--- src/rtl/zmod_tx_framer.sv ---
// zmod_tx_framer: transmit link framer in the byte-rate clock domain.
// Sends TRAIN_WORD until the PLL is locked and no retrain is requested, then
// packs 16-bit samples into frames of the form
//   FB, seq, {hi, lo} x FRAME_LEN, csum, FD
// with 8'hBC as idle and in-frame fill byte. Each state's byte is registered
// at the edge that ends that state's cycle, so the wire trails the state by
// one cycle. Losing lock anywhere outside TRAIN abandons the frame at once.
//
// Sample handshake: s_data is taken at a rising clk edge where both s_valid
// and s_ready are high. s_ready depends only on registered state and the
// synchronized lock, never on s_valid. The source may raise or drop s_valid
// at any time; a sample is consumed only on a valid&&ready edge.
module zmod_tx_framer #(
  parameter int         FRAME_LEN  = 16,
  parameter logic [7:0] TRAIN_WORD = 8'h0F
) (
  input  logic        clk,
  input  logic        resetn,
  input  logic        pll_locked,
  input  logic        train_req,
  input  logic [15:0] s_data,
  input  logic        s_valid,
  output logic        s_ready,
  output logic [7:0]  tx_word,
  output logic        tx_is_ctrl,
  output logic [15:0] frame_cnt,
  output logic        busy,
  output logic [2:0]  state_dbg
);

  typedef enum logic [2:0] {
    ST_TRAIN   = 3'd0,
    ST_IDLE    = 3'd1,
    ST_HDR     = 3'd2,
    ST_SEQ     = 3'd3,
    ST_DATA_HI = 3'd4,
    ST_DATA_LO = 3'd5,
    ST_CSUM    = 3'd6,
    ST_END     = 3'd7
  } state_t;

  localparam logic [7:0] LEN8     = FRAME_LEN[7:0];
  localparam logic [7:0] IDLE_CHR = 8'hBC;
  localparam logic [7:0] HDR_CHR  = 8'hFB;
  localparam logic [7:0] END_CHR  = 8'hFD;

  state_t      state, state_n;
  logic        lock_meta, lock_s;
  logic [7:0]  csum, csum_n;
  logic [7:0]  cnt, cnt_n;
  logic [7:0]  lo_byte, lo_n;
  logic [7:0]  word_n;
  logic        ctrl_n;
  logic [15:0] fcnt_n;

  // Two-flop synchronizer for the asynchronous PLL lock.
  always_ff @(posedge clk or negedge resetn) begin
    if (!resetn) begin
      lock_meta <= 1'b0;
      lock_s    <= 1'b0;
    end else begin
      lock_meta <= pll_locked;
      lock_s    <= lock_meta;
    end
  end

  // Next state, byte to emit and datapath updates; lock loss overrides all.
  always_comb begin
    state_n = state;
    word_n  = TRAIN_WORD;
    ctrl_n  = 1'b1;
    csum_n  = csum;
    cnt_n   = cnt;
    lo_n    = lo_byte;
    fcnt_n  = frame_cnt;
    if (state != ST_TRAIN && !lock_s) begin
      state_n = ST_TRAIN;
      lo_n    = 8'h00;
    end else begin
      case (state)
        ST_TRAIN: begin
          if (lock_s && !train_req) state_n = ST_IDLE;
        end
        ST_IDLE: begin
          word_n = IDLE_CHR;
          if (train_req)    state_n = ST_TRAIN;
          else if (s_valid) state_n = ST_HDR;
        end
        ST_HDR: begin
          word_n  = HDR_CHR;
          state_n = ST_SEQ;
        end
        ST_SEQ: begin
          word_n  = frame_cnt[7:0];
          ctrl_n  = 1'b0;
          csum_n  = frame_cnt[7:0];
          cnt_n   = 8'h00;
          state_n = ST_DATA_HI;
        end
        ST_DATA_HI: begin
          if (s_valid) begin
            word_n  = s_data[15:8];
            ctrl_n  = 1'b0;
            lo_n    = s_data[7:0];
            csum_n  = csum + s_data[15:8];
            state_n = ST_DATA_LO;
          end else begin
            word_n = IDLE_CHR;
          end
        end
        ST_DATA_LO: begin
          word_n  = lo_byte;
          ctrl_n  = 1'b0;
          csum_n  = csum + lo_byte;
          cnt_n   = cnt + 8'd1;
          state_n = (cnt_n == LEN8) ? ST_CSUM : ST_DATA_HI;
        end
        ST_CSUM: begin
          word_n  = csum;
          ctrl_n  = 1'b0;
          state_n = ST_END;
        end
        ST_END: begin
          word_n = END_CHR;
          fcnt_n = frame_cnt + 16'd1;
          if (train_req)    state_n = ST_TRAIN;
          else if (s_valid) state_n = ST_HDR;
          else              state_n = ST_IDLE;
        end
        default: state_n = ST_TRAIN;
      endcase
    end
  end

  // State, registered output byte and frame datapath registers.
  always_ff @(posedge clk or negedge resetn) begin
    if (!resetn) begin
      state      <= ST_TRAIN;
      tx_word    <= TRAIN_WORD;
      tx_is_ctrl <= 1'b1;
      csum       <= 8'h00;
      cnt        <= 8'h00;
      lo_byte    <= 8'h00;
      frame_cnt  <= 16'h0000;
    end else begin
      state      <= state_n;
      tx_word    <= word_n;
      tx_is_ctrl <= ctrl_n;
      csum       <= csum_n;
      cnt        <= cnt_n;
      lo_byte    <= lo_n;
      frame_cnt  <= fcnt_n;
    end
  end

  assign s_ready   = (state == ST_DATA_HI) && lock_s;
  assign busy      = (state != ST_TRAIN) && (state != ST_IDLE);
  assign state_dbg = state;

endmodule

--- config.mk ---
export PLATFORM = sky130hd
export DESIGN_NAME = zmod_tx_framer
export DESIGN_NICKNAME = d
export VERILOG_FILES = /design/src/rtl/zmod_tx_framer.sv
export SDC_FILE = /design/constraint.sdc
export NUM_CORES = 1
export LEC_CHECK = 0
export ABC_AREA = 1
export BUFFER_PORTS_ARGS = -buffer_cell sky130_fd_sc_hd__buf_2
export CORE_MARGIN = 2
export CORE_UTILIZATION = 57
export DETAILED_ROUTE_END_ITERATION = 16
export PLACE_DENSITY = 0.88
export RECOVER_POWER = 50
export SKIP_LAST_GASP = 1
export SYNTH_ARGS = -nofsm -noshare
export SYNTH_HDL_FRONTEND = slang
export SYNTH_SLANG_ARGS = --single-unit
export TNS_END_PERCENT = 100
--- constraint.sdc ---
create_clock -name clk -period 2.9 [get_ports clk]
set_input_delay 0.145 -clock clk [delete_from_list [all_inputs] [get_ports clk]]
set_output_delay 0.145 -clock clk [all_outputs]
set_load 0.01 [all_outputs]
# Word-level counts from Yosys, hierarchy flattened
# Index checks and enable logic that the tools add are counted.
[totals]
ff_bits = 54
latch_bits = 0
ramBits = 0
rom_bits = 0
in_bits = 21
output_inout_bits = 30
word_cells = 66
mem_count = 0
[op_classes]
addsub = 4
multipliers = 0
div_mod_pow = 0
order_cmp = 0
n_eq_ne = 13
shifts = 0
muxes = 21
bitwise = 1
reduce_logical = 18
[ops]
columns = ["cell", "n"]
rows = [
  ["8-bit case mux with 7 select lines", 1],
  ["8-bit 2-to-1 mux", 6],
  ["3-bit case mux with 8 select lines", 1],
  ["8-bit case mux with 3 select lines", 1],
  ["16-bit by 1-bit adder with 16-bit output, second input constant", 1],
  ["8-bit adder", 2],
  ["8-bit case mux with 2 select lines", 1],
  ["3-bit 2-to-1 mux", 5],
  ["3-bit equality test, second input constant", 4],
  ["8-bit by 1-bit adder with 8-bit output, second input constant", 1],
  ["8-bit by 5-bit equality test with 1-bit output, second input constant", 1],
  ["3-bit by 2-bit equality test with 1-bit output, second input constant", 2],
  ["2-bit 2-to-1 mux", 3],
  ["3-bit != test, second input constant", 2],
  ["2-bit AND reduction", 3],
  ["3-bit AND reduction", 2],
  ["2-bit nonzero test", 3],
  ["3-bit nonzero test", 2],
  ["1-bit logical AND", 4],
  ["4-bit != test, second input constant", 1],
  ["3-bit by 1-bit equality test with 1-bit output, second input constant", 1],
  ["3-bit zero test", 1],
  ["3-bit by 1-bit != test with 1-bit output, second input constant", 1],
  ["3-bit OR reduction", 1],
  ["other kinds (5)", 7],
]

# Longest topological paths before layout
# Gate-level depths: netlist of the first run.
[depth]
word_depth = 5
depth_mapped = 17

# Least setup slack after synthesis of the first run
# No wires, ideal clock.
[synth_timing]
path_type = "reg2reg"
startpoint = "register state[1] (netlist: state_dbg[1])"
endpoint = "register csum[4]"
setup_time_ns = 0.129
t_arrival_ns = 2.113
required_ns = 2.771
slack_ns = 0.658
path_stages_with_launch = 12
synth_period_minus_slack_ns = 2.242
path_cell_list = "dfrtp_1 -> inv_2 -> nand3_1 -> clkbuf_1 -> nand2_1 -> nand2_1 -> ha_1 -> fa_1 -> nand3_1 -> a21oi_1 -> nor3_1 -> o22ai_1"
[synth_between]
elab_chain_len = 4
word_cells_on_any_way = 10
classes_between = "4 x eq/ne; 1 x mux; 1 x bitwise; 4 x reduce/logical"
[synth_rtl]
columns = ["element", "line_no", "rtl"]
rows = [
  ["start, declared", "47", "state_t state, state_n;"],
  ["start signal, assigned", "146", "state <= state_n;"],
  ["parallel branches: the longest is 4 deep, another holds 3-bit equality test", "n/a", ""],
  ["end signal, assigned", "149", "csum <= csum_n;"],
  ["end, declared", "49", "logic [7:0] csum, csum_n;"],
]
# Parallel ways; which one is timed is not known.
# A chain may end at the register's enable or synchronous reset.

# Final worst setup path of the first run
[layout_timing]
startpoint = "register state[2] (netlist: state_dbg[2])"
endpoint = "register csum[7]"
# The elaborated chain is that of the path after synthesis.

==> results of run 1 <==
## worst reg2reg max path, cell delays in order, from the launching register on
cell,delay (ps)
dfrtp_1,590
nand3_2,370
inv_2,220
nand2_1,90
o21ai_0,100
ha_1,350
nand2_1,120
nand3_1,120
nand2_1,80
nand2_1,80
nand2_1,90
nand3_1,80
nand2_1,80
nand2_1,40
## cells by family after synthesis
family	after synthesis	share of synthesized area, %
simple gates	212	29.67
compound gates	74	12.10
flops	54	40.65
fa+ha+maj	10	3.972
buf+inv	79	9.667
xor+xnor	15	3.934
## what timing repair did
| action | CTS | global route |
|---|---|---|
| gates resized for setup | 0 | 1 |
| hold buffers | 2 | 0 |
| endpoints found under the hold margin | 13 | 0 |
| endpoints found under the setup margin | 0 | 2 |
## power breakdown
| part | total (uW) | switching (uW) | leakage, uW | internal (uW) |
|---|---|---|---|---|
| sequential | 908 | 55.9 | 0.000719 | 852 |
| clock | 608 | 262 | 0.0000683 | 346 |
| combinational | 661 | 432 | 0.00107 | 228 |
## flip-flops by register name, indices dropped and copies added (netlist names)
name,flops
state_dbg,3
lo_byte,8
lock_meta,1
cnt,8
csum,8
tx_word,8
lock_s,1
tx_is_ctrl,1
frame_cnt,16
## layer usage
layer / vias to the layer above / part of all wire [%] / global-route usage [%]
li1: 1560 / - / -
met1: 1465 / 44 / 37.17
met2: 137 / 47 / 45.25
met3: 29 / 6.0 / 5.393
met4: 0 / 3.4 / 13.73
met5: - / 0 / 0
## metrics by stage
stage               util [%]  worst slack [ps]  hold slack (ps)  total power, uW  std cells
floorplan                  -             658.3           -150.6             1393        444
global placement       65.28             433.9            85.70             1552        560
detailed placement     65.28             225.3            89.68             1576        560
CTS                    68.10             216.6            51.72             2181        570
global route           67.54             184.1            58.80             2303        570
finish                 67.54             401.4            61.52             2177        570
## placed cells by master (no fill, tap or decap), types with 3 or more instances in the layout
cell	count
nand2_1	104
dfstp_2	5
dfrtp_1	49
clkbuf_1	27
nor3_1	10
o21ai_0	44
xor2_1	13
clkbuf_8	5
inv_1	66
nor2_2	3
ha_1	9
o22ai_1	5
buf_2	23
nor2_1	26
a21oi_1	14
nand2_2	4
nor2_4	3
inv_2	5
nand4_1	14
nand3_1	40
## area by class of cell
class,instances,area [um^2]
clock buffer,5,68.82
clock inverter,3,68.82
fill,478,1809
inverter,71,266.5
multi-input combinational,311,1664
sequential,54,1358
tap,72,90.09
timing repair buffer,54,249.0
## worst paths after layout
check                             startpoint      endpoint  slack [ps]  cells past startpoint
worst max register to register  state_dbg[2]       csum[7]         400                     13
max in group asynchronous             resetn       csum[3]         960                      3
worst min register to register     lock_meta        lock_s         390                      0
worst min-delay path               s_data[0]    lo_byte[0]          60                      3
min in group asynchronous             resetn  state_dbg[2]         470                      2
worst max-delay path            state_dbg[2]       csum[7]         400                     13
==> results.toml, run 1 <==
[synth]
synth_cell_types = 35
yosysTopAreaCellShare_pct = 36.72
ys.flop_type = "dfrtp_1"
yosysSeqAreaShare_pct = 40.65
synth_common_cells = "nand2_1 (104), inv_1 (66), dfrtp_1 (49)"
yosysWarningCount = 0
ys_top_cells_by_area = "dfrtp_1 (37%), nand2_1 (12%), inv_1 (7.4%), o21ai_0 (6.6%), nand3_1 (6.1%)"
yosysMostFrequentCell = "nand2_1"
postSynthCellCount = 444
syn_avg_cell_area_um2 = 7.521
synthArstFlopShare_pct = 100.0
ys_seq_elements = 54
synth_area_um2 = 3339
synth-edff-count = 0
syn_nets = 475
yosys.area.top_type = "dfrtp_1"

[critical_path]
critical_path.max_fanout = 17
worstPathArrival_ps = 2720
crit_top_cell = "nand2_1"
endpoint_kind = "flop"
cp_cell_sequence = "nand3_2 -> inv_2 -> nand2_1 -> o21ai_0 -> ha_1 -> nand2_1 -> nand3_1 -> nand2_1 -> nand2_1 -> nand2_1 -> nand3_1 -> nand2_1 -> nand2_1"
crit_type = "reg -> reg"
start_kind = "flop"
crit_required_ps = 3120
path_delay_family = "simple AND/OR/NAND/NOR gates"
crit_slowest_cell = "dfrtp_1"
max_stage_delay_ps = 590
path_buf_inv = 1

[cts]
h-tree-depth = 2
post_cts_buffers = 0
clk_path_buf_depth = 2
clock-sinks = 54
root_buffer = "clkbuf_8"
clk_latency_ps = 320
cts_tree = "done"
cts_buffers = 5
clk_pin_slew_ps = 100

[floorplanning]
die_y_um = 80.54
num_io_pins = 51
core-area_um2 = 5574
die_w_um = 80.54
fp-row-count = 27
start_util_pct = 59.91
dieArea_um2 = 6487

[timing]
setup_viol = 0
slew_violations = 0
maxSlewHeadroom_pct = 35.75
hold_violations = 0
maxClockFrequency_mhz = 400.2
worstMarginPinSlew_ps = 963.8
setup_tns_ps = 0
skew_ps = 9.885
min_period_ps = 2499
rsz0062_at_grt = "no"
fin_crit_sh_pct = 86.16

[global_route]
gr-usage-all-layers_pct = 28.40
antenna_found_initial = 0
grt_max_degree = 40
grt_pass1_vias = 3128
overflow = 0
grt_first_pass_wirelength_um = 14220

[cells_and_area]
layout-drive-gt1-share_pct = 12.25
antennaDiodeCount = 0
area_growth_pct = 12.74
nets = 528
post-route-cell-area_um2 = 3765

[pwr]
p_per_area_nw_per_um2 = 578.3
irDropWorstVdd_mv = 0.4007
p_leak_uw = 0.001860

[placed_design]
gp_congestion = 0.9610
dp_hpwl_um = 6398
io_buffers = 50
place_area_um2 = 3638

[detailed_routing]
routed_wl_um = 8453
vias = 3191
routedWlPerCell_um = 14.83
drt_iter0_markers = 296
first_pass_iters = 5
postRouteAntennaNets = 0
remaining_drc_errors = 0
viasPerCell = 5.598

[job]
maxCapViolations = 0

[hold_path]
min_path_type = "in -> reg"

[run_status]
status = "finished clean"
(Power assumes the default switching activity.)
==> inputs of run 2 (changes only) <==
--- a/config.mk
+++ b/config.mk
@@ -16,4 +16,3 @@
 export SYNTH_ARGS = -nofsm -noshare
 export SYNTH_HDL_FRONTEND = slang
 export SYNTH_SLANG_ARGS = --single-unit
-export TNS_END_PERCENT = 100
==> constraint.sdc (replaced) <==
create_clock -name clk -period 2.9 [get_ports clk]
set_input_delay 0.29 -clock clk [delete_from_list [all_inputs] [get_ports clk]]
set_output_delay 0.29 -clock clk [all_outputs]
set_load 0.01 [all_outputs]
==> run 2 against run 1 <==
Effect of this change: critical endpoint unchanged; highest routed layer unchanged; critical path depth unchanged; largest power group unchanged; critical path type unchanged; utilization is 0.18 points lower; sequential share of layout area grew 0.096 points.
==> results.toml, run 2 (synthesis results as in run 1) <==
[pwr]
irDropWorstVdd_mv = 0.4014
p_leak_uw = 0.001858
p_per_area_nw_per_um2 = 579.3

[critical_path]
path_delay_family = "simple AND/OR/NAND/NOR gates"
crit_slowest_cell = "dfrtp_1"
crit_required_ps = 3120
max_stage_delay_ps = 590
worstPathArrival_ps = 2720
crit_type = "reg -> reg"
endpoint_kind = "flop"
reg2reg_depth = 13
cp_cell_sequence = "nand3_2 -> inv_2 -> nand2_1 -> o21ai_0 -> ha_1 -> nand2_1 -> nand3_1 -> nand2_1 -> nand2_1 -> nand2_1 -> nand3_1 -> nand2_1 -> nand2_1"
path_buf_inv = 1
critPathLaunch = "state_dbg[2]"
crit_top_cell = "nand2_1"
reg2reg_slack_ps = 410
rr_endpoint = "csum[7]"
start_kind = "flop"
critical_path.max_fanout = 17
rr_startpoint = "state_dbg[2]"

[global_route]
gr-usage-all-layers_pct = 28.40
grt_pass1_vias = 3128
grt_first_pass_wirelength_um = 14220
overflow = 0
antenna_found_initial = 0
grt_max_degree = 40

[floorplanning]
die_w_um = 80.54
start_util_pct = 59.91
core-area_um2 = 5574
dieArea_um2 = 6487
fp-row-count = 27
die_y_um = 80.54
num_io_pins = 51

[hold_path]
hold-path-cell-count = 1
hold_end = "lock_meta"
holdCritStartpoint = "pll_locked"
min_path_type = "in -> reg"

[timing]
maxClockFrequency_mhz = 400.9
fin_crit_sh_pct = 86.01
setup_viol = 0
maxSlewHeadroom_pct = 35.69
setup_tns_ps = 0
rsz0062_at_grt = "no"
hold_violations = 0
worstMarginPinSlew_ps = 964.7
skew_ps = 8.161
min_period_ps = 2494
slew_violations = 0
whs_ps = 68.87

[cells_and_area]
register_area_um2 = 1358
final_util_pct = 67.36
area_growth_pct = 12.44
largest_register_ff_count = 16
post-route-cell-area_um2 = 3755
layout-drive-gt1-share_pct = 12.07
final_cell_mix = "nand2_1 (104), inv_1 (67), dfrtp_1 (49)"
nets = 527
largest_register = "frame_cnt"
multi_input_area_um2 = 1664
num-fill-cells = 479
layout_commonest_cell = "nand2_1"
antennaDiodeCount = 0

[detailed_routing]
viasPerCell = 5.583
remaining_drc_errors = 0
first_pass_iters = 5
vias = 3177
drt_iter0_markers = 281
routed_wl_um = 8436
routedWlPerCell_um = 14.83
postRouteAntennaNets = 0

[placed_design]
dp_hpwl_um = 6398
place_area_um2 = 3638
io_buffers = 50
gp_congestion = 0.9610

[cts]
clk_latency_ps = 320
h-tree-depth = 2
clk_path_buf_depth = 2
cts_tree = "done"
root_buffer = "clkbuf_8"
clock-sinks = 54
cts_buffers = 5
clk_pin_slew_ps = 100

[run_status]
status = "finished clean"

[job]
maxCapViolations = 0
==> run 2: cell types whose count changed in the layout (fill, tap and decap cells not counted) <==
cell	previous run	this run
dlygate4sd3_1	2	1
inv_1	66	67
inv_2	5	4
==> run 2: metrics by stage <==
stage | instances | worst slack [ps] | total power, uW
final | 569 | 405.7 | 2175
after global routing | 569 | 184.1 | 2302
after floorplan | 444 | 658.3 | 1393
after CTS | 569 | 216.6 | 2180
after global placement | 560 | 433.9 | 1552
after detailed placement | 560 | 225.3 | 1576
==> run 2: final cells by class <==
class	count	area share (%)
Clock buffer	5	1.833
Clock inverter	3	1.833
Inverter	71	7.098
Multi-Input combinational cell	311	44.32
Sequential cell	54	36.15
Tap cell	72	2.399
Timing Repair Buffer	53	6.365
==> run 2: what timing repair did <==
action / CTS / global route
resized for setup: 0 / 1
buffers inserted: 0 / 0
setup endpoints to repair: 0 / 2
endpoints found under the hold margin: 12 / 0
hold buffers: 1 / 0
==> run 2: power breakdown <==
| group | switching, uW | internal [uW] | total [uW] |
|---|---|---|---|
| clock network | 262 | 346 | 608 |
| logic | 433 | 228 | 660 |
| registers | 55.4 | 852 | 908 |
==> run 2: worst register-to-register path, stage by stage (launching register included) <==
cell and delay, ps:
dfrtp_1 590, nand3_2 370, inv_2 210, nand2_1 90, o21ai_0 100, ha_1 350, nand2_1 120, nand3_1 120
nand2_1 80, nand2_1 80, nand2_1 90, nand3_1 70, nand2_1 80, nand2_1 40
==> run 2: worst max-delay path by stage <==
stage | end | slack, ps | depth (start not counted)
CTS | csum[7] | 220 | 11
floorplan | csum[4] | 660 | 11
global placement | csum[4] | 430 | 10
detailed placement | csum[7] | 230 | 11
finish | csum[7] | 410 | 13
global route | csum[7] | 180 | 13
==> run 2: metal layers <==
layer	share of wire, %	track usage (%)	vias to the layer above
li1	-	-	1559
met1	43	37.17	1473
met2	47	45.25	116
met3	6.2	5.393	29
met4	3.5	13.73	0
met5	0	0	-
